## src/rtl/icache_refill_ctrl.sv

```systemverilog
// Miss/refill sequencer for the fetch-stage instruction cache: detects misses, requests a line
// from memory, streams returned words into the array and validates the line or raises a fault.
module icache_refill_ctrl #(
    parameter int LINE_WORDS = 4,
    parameter int CNT_W      = 32
) (
    input  logic             CLK,
    input  logic             RESET,
    input  logic [63:0]      FE_PC,
    input  logic             FE_REQ,
    input  logic             FE_FLUSH,
    input  logic             IC_HIT,
    output logic             FE_ICACHE_R,
    output logic             FE_IAF,
    output logic             MEM_REQ,
    output logic [63:0]      MEM_ADDR,
    input  logic             MEM_ACK,
    input  logic             MEM_RVALID,
    input  logic [31:0]      MEM_RDATA,
    input  logic             MEM_ERR,
    output logic             IC_WE,
    output logic [63:0]      IC_WADDR,
    output logic [31:0]      IC_WDATA,
    output logic             IC_LINE_VALID,
    output logic             BUSY,
    output logic [CNT_W-1:0] PERF_MISSES
);

    localparam int BW = $clog2(LINE_WORDS);
    localparam int OB = BW + 2;

    typedef enum logic [1:0] {
        IDLE,
        REQ,
        FILL,
        DONE
    } state_t;

    state_t             state;
    logic [63:0]        line_addr;
    logic [BW-1:0]      beat_cnt;
    logic               err;
    logic               abort;
    logic [CNT_W-1:0]   miss_cnt;

    logic               miss_start;
    logic               fill_beat;
    logic               last_beat;
    logic               pc_offset_unused;

    function automatic logic [CNT_W-1:0] sat_inc(input logic [CNT_W-1:0] v);
        return (&v) ? v : v + 1'b1;
    endfunction

    assign miss_start       = (state == IDLE) && FE_REQ && !IC_HIT && !FE_FLUSH;
    assign fill_beat        = (state == FILL) && MEM_RVALID;
    assign last_beat        = (beat_cnt == BW'(LINE_WORDS - 1));
    assign pc_offset_unused = ^FE_PC[OB-1:0];

    always_ff @(posedge CLK or negedge RESET) begin
        if (!RESET) begin
            state     <= IDLE;
            line_addr <= '0;
            beat_cnt  <= '0;
            err       <= 1'b0;
            abort     <= 1'b0;
            miss_cnt  <= '0;
        end else begin
            case (state)
                IDLE: begin
                    if (miss_start) begin
                        line_addr <= {FE_PC[63:OB], {OB{1'b0}}};
                        beat_cnt  <= '0;
                        err       <= 1'b0;
                        abort     <= 1'b0;
                        miss_cnt  <= sat_inc(miss_cnt);
                        state     <= REQ;
                    end
                end
                REQ: begin
                    // A redirect never withdraws the request; it only mutes the fault report.
                    abort <= abort | FE_FLUSH;
                    if (MEM_ACK) begin
                        state <= FILL;
                    end
                end
                FILL: begin
                    abort <= abort | FE_FLUSH;
                    if (MEM_RVALID) begin
                        beat_cnt <= beat_cnt + 1'b1;
                        err      <= err | MEM_ERR;
                        if (last_beat) begin
                            state <= DONE;
                        end
                    end
                end
                DONE: begin
                    abort <= abort | FE_FLUSH;
                    state <= IDLE;
                end
                default: state <= IDLE;
            endcase
        end
    end

    // Fetch may only see a hit while no refill is in flight; held low during reset.
    assign FE_ICACHE_R   = RESET && (state == IDLE) && FE_REQ && IC_HIT;
    assign FE_IAF        = (state == DONE) && err && !abort;
    assign MEM_REQ       = (state == REQ);
    assign MEM_ADDR      = line_addr;
    assign IC_WE         = fill_beat;
    assign IC_WADDR      = fill_beat ? {line_addr[63:OB], beat_cnt, 2'b00} : '0;
    assign IC_WDATA      = fill_beat ? MEM_RDATA : '0;
    assign IC_LINE_VALID = fill_beat && last_beat && !(err || MEM_ERR);
    assign BUSY          = (state != IDLE);
    assign PERF_MISSES   = miss_cnt;

endmodule

```

## config.mk

```make
export PLATFORM = sky130hd
export DESIGN_NAME = icache_refill_ctrl
export DESIGN_NICKNAME = d
export VERILOG_FILES = /design/src/rtl/icache_refill_ctrl.sv
export SDC_FILE = /design/constraint.sdc
export NUM_CORES = 1
export LEC_CHECK = 0
export CAP_MARGIN = 30
export CELL_PAD_IN_SITES_DETAIL_PLACEMENT = 0
export CELL_PAD_IN_SITES_GLOBAL_PLACEMENT = 1
export CORE_UTILIZATION = 23
export DETAILED_ROUTE_END_ITERATION = 10
export PLACE_DENSITY_LB_ADDON = 0.1
export REMOVE_ABC_BUFFERS = 1
export SLEW_MARGIN = 20
export SYNTH_ARGS = -nofsm -noshare
export SYNTH_HDL_FRONTEND = slang
export SYNTH_SLANG_ARGS = --single-unit
```

## constraint.sdc

```tcl
create_clock -name CLK -period 2 [get_ports CLK]
set_input_delay 0.4 -clock CLK [delete_from_list [all_inputs] [get_ports CLK]]
set_output_delay 0.4 -clock CLK [all_outputs]
set_load 0.02 [all_outputs]
```

# Word-level counts from Yosys, hierarchy flattened
# Index checks and enable logic that the tools add are counted.
[word_totals]
reg_bits = 98
input_bits = 104
elab_cells = 58
out_inout_bits = 198
[classes]
mux = 14
add_sub_neg = 2
n_bitwise = 3
n_reduce_logical = 25
n_eq_ne = 8
[ops]
columns = ["cell", "count"]
rows = [
  ["$mux 64", 1],
  ["$add 32x1->32 const B", 1],
  ["$mux 32", 1],
  ["$reduce_and 32->1", 1],
  ["$mux 2", 6],
  ["$logic_and 1x1->1", 11],
  ["$pmux 2 s4", 1],
  ["$eq 2x2->1 const B", 3],
  ["$ne 2x2->1 const B", 3],
  ["$reduce_and 3->1", 2],
  ["$logic_not 1->1", 4],
  ["$pmux 1 s2", 2],
  ["$pmux 2 s2", 1],
  ["$reduce_and 4->1", 1],
  ["$reduce_bool 2->1", 2],
  ["$reduce_or 3->1", 1],
  ["$add 2x1->2 const B", 1],
  ["$eq 2x1->1 const B", 1],
  ["$logic_not 2->1", 1],
  ["$mux 1", 2],
  ["$ne 2x1->1 const B", 1],
  ["$or 1x1->1", 2],
  ["$reduce_and 2->1", 1],
  ["$logic_or 1x1->1", 1],
  ["$not 1->1", 1],
]

# Depth between registers and ports, before layout
# Gate-level depths: netlist of the first run.
[depth]
depth_word = 6
ltp_mapped = 9
mapped_depth_nobuf = 7

# Worst setup path before layout of the first run
# No wires, ideal clock.
[synth_path]
kind = "reg2reg"
startpoint = "register miss_cnt[0] (netlist: PERF_MISSES[0])"
endpoint = "register miss_cnt[1] (netlist: PERF_MISSES[1])"
slack_ns = -0.179
period_less_slack_ns = 2.179
n_path_buf = 1
arrival_time_ns = 2.054
setup_time_ns = 0.125
required_time_ns = 1.875
path_stages_with_launch = 7
cell_sequence = "dfrtp_1 -> ha_1 -> nand3_1 -> or4_1 -> clkbuf_1 -> o31ai_4 -> mux2_4"
[synth_via]
elab_chain_len = 3
elab_cells_between_ends = 4
cone_classes = "add/sub (1); bitwise (1); reduce/logical (2)"
[synth_rtl]
columns = ["element", "line_no", "source"]
rows = [
  ["from (decl)", "44", "logic [CNT_W-1:0] miss_cnt;"],
  ["from (signal assigned)", "76", "miss_cnt <= sat_inc(miss_cnt);"],
  ["parallel branches: the longest is 3 deep, another holds $add 32x1->32", "-", ""],
]
# Several ways; the timed one is not identified.
# A chain may end at the register's enable or synchronous reset.

# Worst setup path after layout of the first run
[layout_path]
startpoint = "register state[0]"
endpoint = "output port IC_WDATA[21]"
[layout_via]
elab_chain_len = 3
[layout_rtl]
columns = ["element", "line_no", "source"]
rows = [
  ["from (decl)", "39", "state_t state;"],
  ["from (signal assigned)", "62", "state <= IDLE;"],
  ["from (signal assigned)", "77", "state <= REQ;"],
  ["from (signal assigned)", "84", "state <= FILL;"],
  ["$eq 2x2->1", "56", "assign fill_beat = (state == FILL) && MEM_RVALID;"],
  ["$logic_and 1x1->1", "56", ""],
  ["$mux 32", "113", "assign IC_WDATA = fill_beat ? MEM_RDATA : '0;"],
  ["to (decl)", "23", "output logic [31:0] IC_WDATA,"],
]
# Every way passes these cells.

==> results.json, run 1 <==
{
  "syn_area_um2": 4910,
  "drt-pass1-iter-count": 4,
  "place_inst": 1170,
  "place_congestion": 0.895,
  "num_vias": 5339,
  "synth-simple-area-share_pct": 35.5,
  "hold_path_class": "primary input to asynchronous set/reset pin",
  "min_period_ns": 2.14,
  "grt_pass1_wl_um": 32100,
  "irDropWorstVdd_uv": 671,
  "htreeDepth": 3,
  "cp-start-kind": "flip-flop",
  "track_usage_pct": 19.5,
  "hold_viol": 0,
  "areaGrowthSynthToFinish_pct": 104,
  "yosysWarnings": 0,
  "die_height_um": 148,
  "synth_top_cell_by_area": "dfrtp_1",
  "setup_ws_ns": -0.143,
  "grt_max_degree": 99,
  "dieArea_um2": 21900,
  "final_common_cell": "nand2_1",
  "dp_slack_ns": -0.412,
  "tritoncts": "built",
  "wl_per_cell_um": 17.6,
  "powerDensity_nw_per_um2": 1140,
  "finalCritPeriodShare_pct": 107,
  "endpoint_kind": "output pin",
  "rsz0062_at_grt": "yes",
  "synth-compound-area-share_pct": 2.32,
  "synth-seq-cells": 98,
  "failed_checks": "setup timing",
  "synth_top_area_share_pct": 49.9,
  "ant_nets": 0,
  "cp.arrival_ns": 1.74,
  "cts.sinks": 98,
  "synth-seq-area-share_pct": 49.9,
  "routed_wl_um": 21500,
  "avgSynthCellArea_um2": 8.53,
  "crit_fanout": 8,
  "synth.area.mux_share_pct": 0.509,
  "p_leak_nw": 5.06,
  "clockBufferDepth": 2,
  "grt_pass1_vias": 5225,
  "finalCoreUtilization_pct": 47.9,
  "outcome": "finished with violations",
  "pin_count": 302,
  "fin_skew_ns": 0.00840,
  "drt-initial-drc-count": 174,
  "synth_xor_xnor_area_share_pct": 5.17,
  "final_cells": 1223,
  "antenna_found_initial": 2,
  "slew_headroom_pct": 63.4,
  "vias_per_cell": 4.37,
  "synthTopCellsByArea": "dfrtp_1 50%, nand2_1 15%, and3_1 12%, xor2_1 3.9%, clkbuf_1 2.8%",
  "core-area_um2": 21000,
  "drive_gt1_share_pct": 31.1,
  "synth_top_family_by_area": "simple AND/OR/NAND/NOR gates",
  "synthDistinctLibCells": 37,
  "dpl.hpwl_um": 14700,
  "numCtsBuffers": 9,
  "nNetsFinal": 1052,
  "yosys.area_share.adder_pct": 1.78,
  "tightestPinTransition_ns": 0.548,
  "clk_pin_slew_worst_paths_ns": 0.07,
  "cts_root_buf": "clkbuf_16",
  "die_x_um": 148,
  "layout_common_cells": "198 x nand2_1, 187 x clkdlybuf4s50_1, 101 x buf_6, 97 x dfrtp_1, 73 x buf_4",
  "cp.required_ns": 1.60,
  "io_buffers": 291,
  "drv_cap": 0,
  "fp-row-count": 53,
  "clock_latency_ns": 0.34,
  "maxSlewViolCount": 0,
  "max_freq_mhz": 467,
  "overflow": 0,
  "drcViolationCount": 0,
  "start_util_pct": 23.4,
  "synthCells": 576,
  "path_class": "flip-flop to output pin",
  "finalSetupViolations": 68
}
==> cell families after synthesis <==
group / Yosys count
flops: 98
other cells: 1
xor+xnor: 29
buf+inv: 55
compound gates: 16
mux: 2
fa+ha+maj: 7
simple gates: 368
==> per-layer routing <==
layer / global-route usage (%) / part of all wire [%] / vias up
met1: 23.3 / 40 / 2532
met2: 35.1 / 53 / 177
met3: 3.80 / 6.2 / 14
met4: 5.72 / 1.4 / 0
li1: - / - / 2616
met5: 0 / 0 / -
==> metrics by stage <==
stage          hold slack [ns]  TNS [ns]  total power, W  area, um^2
2_1_floorplan            0.104   -161.15         0.00526        4740
3_3_place_gp             0.480    -26.90         0.00807        8600
3_5_place_dp             0.477    -31.61         0.00816        8600
4_1_cts                  0.162     -5.50          0.0114        9590
5_1_grt                  0.180    -10.96          0.0121       10000
6_report                 0.135     -4.27          0.0114       10000
==> synth_stat cells <==
cell / number
buf_4: 6
or3_1: 1
and2_2: 1
nor2_1: 26
a222oi_1: 1
nor3_1: 9
inv_1: 11
o31ai_4: 1
or3_2: 1
and2_1: 2
o211ai_1: 1
conb_1: 1
nor4b_1: 1
o21ai_0: 5
nor3b_1: 1
dfrtp_1: 98
nand4bb_1: 1
nand4_2: 2
ha_1: 7
a22o_1: 2
nor4_1: 5
nand4_1: 6
mux2i_1: 1
and4_1: 1
buf_2: 1
nor3_2: 1
mux2_4: 1
xor2_1: 22
clkbuf_1: 37
a31oi_1: 2
and4_2: 1
nand3_1: 12
nand2_1: 200
or4_1: 1
xnor2_1: 7
and3_1: 96
a21oi_1: 4
==> registers in the layout (all words and copies together), names as in the netlist <==
register,cells
MEM_ADDR,60
PERF_MISSES,32
abort,1
beat_cnt,2
err,1
state,2
==> final timing paths <==
kind,startpoint,end,slack (ns),cells past startpoint
max,state[0],IC_WDATA[21],-0.14,7
min,RESET,PERF_MISSES[2],0.13,2
max reg2reg,PERF_MISSES[0],PERF_MISSES[21],-0.05,8
min reg2reg,MEM_ADDR[58],MEM_ADDR[58],0.49,2
max in group asynchronous,RESET,MEM_ADDR[35],1.45,2
min in group CLK,MEM_ADDR[58],MEM_ADDR[58],0.49,2
==> power breakdown <==
part | switching (W) | internal, W
Sequential | 0.000575 | 0.00262
Clock | 0.000746 | 0.00101
Combinational | 0.00308 | 0.00337
==> area by class of cell <==
| class | instances | area, um^2 |
|---|---|---|
| well taps | 275 | 344 |
| clock buffers | 15 | 298 |
| diodes | 2 | 5.00 |
| repair buffers | 393 | 4180 |
| multi-input cells | 428 | 2710 |
| clock inverters | 1 | 5.00 |
| inverters | 11 | 41.3 |
| fillers | 1950 | 10900 |
| flip-flops and latches | 98 | 2450 |
==> worst max-delay path, cell delays in order, from the launching register on <==
cell,delay [ns]
dfrtp_1,0.39
inv_2,0.11
ha_4,0.20
buf_12,0.18
buf_16,0.13
buf_12,0.10
and3_4,0.17
buf_6,0.11
==> what timing repair did <==
action                                  4_1_cts  5_1_grt
resized for setup                           570      124
buffers inserted                             19       10
hold buffers                                  0        0
gates cloned                                 12        0
endpoints found under the setup margin      178      182
pin swaps                                    17       17
(Power assumes the default switching activity.)
==> inputs of run 2 (changes only) <==
Settings changed: CAP_MARGIN 30 to default, TNS_END_PERCENT from default to 10.
==> run 2 against run 1 <==
  * Sequential power about the same
  * Critical path depth decreased by 1
  * Critical path type unchanged
  * Design area decreased by 5.4%
  * Largest power group unchanged
  * Critical endpoint is now IC_WADDR[4]
  * The run still ends with setup timing left
==> results.json, run 2 (synthesis gave the netlist of run 1 again) <==
{
  "crit_fanout": 5,
  "min_period_ns": 2.08,
  "rr_endpoint": "PERF_MISSES[11]",
  "ctsHoldBuffers": 0,
  "wl_per_cell_um": 17.2,
  "finalCritPeriodShare_pct": 104,
  "clockPowerShare_pct": 16.4,
  "antenna_found_initial": 4,
  "reg2reg_depth": 9,
  "seqPwrFrac_pct": 29.8,
  "worstSetupEndpoint": "IC_WADDR[4]",
  "finalSetupViolations": 58,
  "place_congestion": 0.895,
  "hold_path_class": "primary input to asynchronous set/reset pin",
  "endpoint_kind": "output pin",
  "overflow": 0,
  "drt-initial-drc-count": 154,
  "layout_common_cells": "197 x nand2_1, 189 x clkdlybuf4s50_1, 97 x dfrtp_1, 75 x buf_4, 74 x buf_6",
  "clockBufferDepth": 2,
  "hold_viol": 0,
  "rsz0062_at_grt": "yes",
  "die_x_um": 148,
  "drive_gt1_share_pct": 28.5,
  "drcViolationCount": 0,
  "fp-row-count": 53,
  "vias_per_cell": 4.38,
  "htreeDepth": 3,
  "reg2reg_from": "state[1]",
  "drv_cap": 0,
  "ant_nets": 0,
  "worstSetupStartpoint": "state[1]",
  "core-area_um2": 21000,
  "setup_ws_ns": -0.0768,
  "num_vias": 5297,
  "cp.arrival_ns": 1.68,
  "p_int_w": 0.00649,
  "clk_pin_slew_worst_paths_ns": 0.06,
  "pin_count": 302,
  "place_inst": 1170,
  "path_class": "flip-flop to output pin",
  "largest_register_ffs": 60,
  "start_util_pct": 23.4,
  "p_leak_nw": 4.78,
  "failed_checks": "setup timing",
  "slew_headroom_pct": 56.7,
  "switchingPower_w": 0.00418,
  "routed_wl_um": 20800,
  "drt-pass1-iter-count": 6,
  "io_buffers": 291,
  "cts.sinks": 98,
  "grt_pass1_wl_um": 30600,
  "grt_pass1_vias": 5101,
  "final_cells": 1209,
  "nNetsFinal": 1037,
  "tritoncts": "built",
  "track_usage_pct": 18.4,
  "cp-start-kind": "flip-flop",
  "irDropWorstVdd_uv": 616,
  "r2r_setup_slack_ns": -0.01,
  "swShare_pct": 39.2,
  "numCtsBuffers": 9,
  "dpl.hpwl_um": 14700,
  "maxSlewViolCount": 0,
  "outcome": "finished with violations",
  "max_freq_mhz": 482,
  "fin_skew_ns": 0.00711,
  "areaGrowthSynthToFinish_pct": 93.1,
  "powerDensity_nw_per_um2": 1120,
  "clock_latency_ns": 0.34,
  "die_height_um": 148,
  "cp.required_ns": 1.60,
  "tightestPinTransition_ns": 0.650,
  "final_common_cell": "nand2_1",
  "grt_max_degree": 99,
  "fin_hold_ws_ns": 0.138,
  "dieArea_um2": 21900,
  "cts_root_buf": "clkbuf_16",
  "power_frac_comb_pct": 53.8
}
-- run 2: changes by cell type in the layout (fill, tap and decap cells not counted), sizes merged --
cell | previous run | this run
buf | 201 | 183
clkbuf | 15 | 17
clkdlybuf4s50 | 187 | 189
dlymetal6s2s | 2 | 0
diode | 2 | 3
o31ai | 1 | 2
-- run 2: per-stage QoR --
step / worst slack [ns] / cell area [um^2] / TNS (ns) / utilization (%) / total power [W]
2_1_floorplan: -1.78 / 4740 / -161.15 / - / 0.00526
3_3_place_gp: -0.368 / 8600 / -26.90 / 41.1 / 0.00807
3_5_place_dp: -0.412 / 8600 / -31.61 / 41.1 / 0.00816
4_1_cts: -0.147 / 9000 / -4.98 / 42.9 / 0.0104
5_1_grt: -0.125 / 9490 / -8.49 / 45.3 / 0.0113
6_report: -0.0768 / 9490 / -2.38 / 45.3 / 0.0107
-- run 2: timing repair --
action	in CTS	in global routing
setup endpoints to repair	178	177
gates resized for setup	476	132
setup buffers	3	12
gates cloned	5	3
pin swaps	2	13
-- run 2: cell type report --
cell class	instances	area (um^2)
clock buffer	15	298
fill	2010	11500
timing repair buffer	377	3760
antenna	3	7.51
inverter	11	41.3
tap	275	344
sequential	98	2450
clock inverter	1	5.00
multi-input combinational	429	2570
-- run 2: per-layer routing --
layer / up-vias / GRT usage, % / share of wire [%]
li1: 2592 / - / -
met1: 2519 / 21.5 / 40
met2: 169 / 32.6 / 52
met3: 17 / 4.45 / 6.7
met4: 0 / 6.19 / 1.7
met5: - / 0 / 0
-- run 2: worst min path at each step --
stage	end	slack [ns]	from	depth (start not counted)
6_report	PERF_MISSES[2]	0.14	RESET	2
5_1_grt	PERF_MISSES[2]	0.18	RESET	2
4_1_cts	PERF_MISSES[1]	0.16	RESET	2
3_3_place_gp	MEM_ADDR[61]	0.48	MEM_ADDR[61]	2
2_1_floorplan	MEM_ADDR[10]	0.10	RESET	0
3_5_place_dp	MEM_ADDR[54]	0.48	MEM_ADDR[54]	2
-- run 2: power by group through the flow --
| stage | clock, W | combinational, W | sequential (W) |
|---|---|---|---|
| 2_1_floorplan | 0 | 0.00145 | 0.00380 |
| 3_3_place_gp | 0 | 0.00491 | 0.00316 |
| 3_5_place_dp | 0 | 0.00495 | 0.00320 |
| 4_1_cts | 0.00182 | 0.00545 | 0.00318 |
| 5_1_grt | 0.00191 | 0.00614 | 0.00327 |
| 6_report | 0.00175 | 0.00573 | 0.00318 |
-- run 2: critical path, stage by stage, from the launching register on --
cell and delay [ns]:
dfrtp_2 0.43, buf_6 0.13, ha_4 0.18, buf_12 0.15
clkbuf_16 0.16, and3_4 0.15, buf_6 0.13
==> inputs of run 3 (changes only) <==
Settings changed: CORE_UTILIZATION 23 to 26.
Clock period 2 ns to 2.1 ns, I/O delays scaled along.
==> run 3 against run 2 <==
  * Sequential share of layout area rose by 2.7 points
  * Critical path depth shrank 1
  * Critical path type unchanged
  * Largest cell class unchanged
  * Count of clock-buffer cells in the layout fell by 1
  * Non-clock buffer count decreased by 18
  * The flow now finishes without violations
  * Largest power group unchanged
  * Clock power down 9%
  * Register-to-register slack improved by 0.10 ns
==> results.json, run 3 (synthesis gave the netlist of run 1 again) <==
{
  "tritoncts": "built",
  "grt_pass1_wl_um": 29400,
  "hold_viol": 0,
  "fin_skew_ns": 0.00472,
  "outcome": "finished, final reports clean",
  "rsz0062_at_grt": "yes",
  "clockPowerShare_pct": 17.1,
  "dieArea_um2": 19400,
  "cts.sinks": 98,
  "worstSetupStartpoint": "state[0]",
  "slowest_stage": "dfrtp_1",
  "cp-start-kind": "flip-flop",
  "die_height_um": 139,
  "track_usage_pct": 19.6,
  "setup_ws_ns": 0.0215,
  "path_class": "flip-flop to output pin",
  "drcViolationCount": 0,
  "slew_headroom_pct": 53.9,
  "io_buffers": 291,
  "powerDensity_nw_per_um2": 1080,
  "vias_per_cell": 4.50,
  "ant_nets": 0,
  "cp.required_ns": 1.68,
  "power_frac_comb_pct": 50.6,
  "areaGrowthSynthToFinish_pct": 75.1,
  "seqPwrFrac_pct": 32.2,
  "max_freq_mhz": 481,
  "wl_per_cell_um": 16.8,
  "drt-initial-drc-count": 222,
  "start_util_pct": 27.0,
  "grt_max_degree": 73,
  "drt-pass1-iter-count": 4,
  "fin_hold_ws_ns": 0.409,
  "p_int_w": 0.00561,
  "place_congestion": 0.839,
  "final_common_cell": "nand2_1",
  "maxSlewViolCount": 0,
  "finalCritPeriodShare_pct": 99.0,
  "crit_fanout": 25,
  "hold_path_class": "primary input to asynchronous set/reset pin",
  "nFillCells": 1821,
  "nNetsFinal": 1018,
  "multiInputGateArea_um2": 2360,
  "dp_slack_ns": -0.259,
  "critPathBufInv": 3,
  "path_cells": "inv_2, ha_4, buf_6, and3_1, clkdlybuf4s15_2",
  "layout_common_cells": "199 x nand2_1, 189 x clkdlybuf4s50_1, 97 x dfrtp_1, 96 x and3_1, 86 x buf_4",
  "drv_cap": 0,
  "pin_count": 302,
  "die_x_um": 139,
  "num_vias": 5143,
  "tightestPinTransition_ns": 0.691,
  "reg2reg_from": "PERF_MISSES[1]",
  "overflow": 0,
  "clockBufferDepth": 2,
  "largest_register_ffs": 60,
  "cp_top_family": "buffers and inverters",
  "drive_gt1_share_pct": 22.6,
  "finalSetupViolations": 0,
  "swShare_pct": 39.7,
  "numCtsBuffers": 9,
  "cp_slowest_stage_delay_ns": 0.39,
  "clock_latency_ns": 0.34,
  "min_period_ns": 2.08,
  "clk_pin_slew_worst_paths_ns": 0.06,
  "routed_wl_um": 19200,
  "dpl.hpwl_um": 14000,
  "cp.arrival_ns": 1.66,
  "antenna_found_initial": 1,
  "core-area_um2": 18200,
  "seq_area_um2": 2450,
  "fp-row-count": 49,
  "htreeDepth": 3,
  "endpoint_kind": "output pin",
  "irDropWorstVdd_uv": 657,
  "cts_root_buf": "clkbuf_16",
  "p_total_w": 0.00930,
  "p_leak_nw": 4.59,
  "grt_pass1_vias": 5028,
  "switchingPower_w": 0.00369
}
-- run 3: cell types whose count changed in the layout (fill, tap and decap cells not counted), sizes merged --
cell and change:
clkbuf +16, dlygate4sd3 +1, clkdlybuf4s15 +7, dlygate4sd2 +1, clkinv +1, o31ai -1, buf -44, diode -1
-- run 3: path summary, 6_finish.rpt --
check                      slack (ns)  depth (start not counted)               to
setup reg to reg                 0.09                          8  PERF_MISSES[20]
hold / removal                   0.41                          2   PERF_MISSES[1]
min in group CLK                 0.50                          2     MEM_ADDR[33]
hold reg to reg                  0.50                          2     MEM_ADDR[33]
setup / recovery                 0.02                          5     IC_WDATA[15]
max in group asynchronous        0.83                          3     MEM_ADDR[49]
-- run 3: power by group through the flow --
| stage | sequential [W] | combinational, W | clock [W] |
|---|---|---|---|
| finish | 0.00300 | 0.00471 | 0.00159 |
| global route | 0.00309 | 0.00507 | 0.00173 |
| CTS | 0.00300 | 0.00474 | 0.00166 |
| detailed placement | 0.00303 | 0.00469 | 0 |
| global placement | 0.00300 | 0.00465 | 0 |
| floorplan | 0.00362 | 0.00139 | 0 |
-- run 3: final cells by class --
cell class / instances / share of cell area (%)
antenna: 2 / 0.0582
clock buffer: 14 / 3.19
timing repair buffer: 359 / 36.9
tap: 229 / 3.33
multi-input combinational: 428 / 27.4
clock inverter: 2 / 0.116
sequential: 98 / 28.5
inverter: 11 / 0.480
-- run 3: what timing repair did --
action                                  CTS  global route
hold buffers                              1             0
pin swaps                                 2             7
endpoints found under the setup margin  175            99
gates resized for setup                 320           111
buffers inserted                          2             6
endpoints found under the hold margin     2             0
gates cloned                              1             0
-- run 3: metrics by stage --
stage | area [um^2] | setup TNS (ns) | util (%) | instances
4_1_cts | 8700 | -0.247 | 47.8 | 1135
3_5_place_dp | 8440 | -18.32 | 46.4 | 1115
5_1_grt | 8600 | -0.751 | 47.2 | 1142
3_3_place_gp | 8440 | -14.71 | 46.4 | 1115
6_report | 8600 | 0 | 47.2 | 1143
2_1_floorplan | 4740 | -143.67 | - | 537
-- run 3: per-layer routing --
layer | share of wire [%] | track usage (%) | vias to the layer above
met1 | 42 | 23.9 | 2439
met4 | 1.2 | 5.79 | 0
met5 | 0 | 0 | -
met3 | 5.5 | 4.27 | 13
li1 | - | - | 2532
met2 | 51 | 34.5 | 159
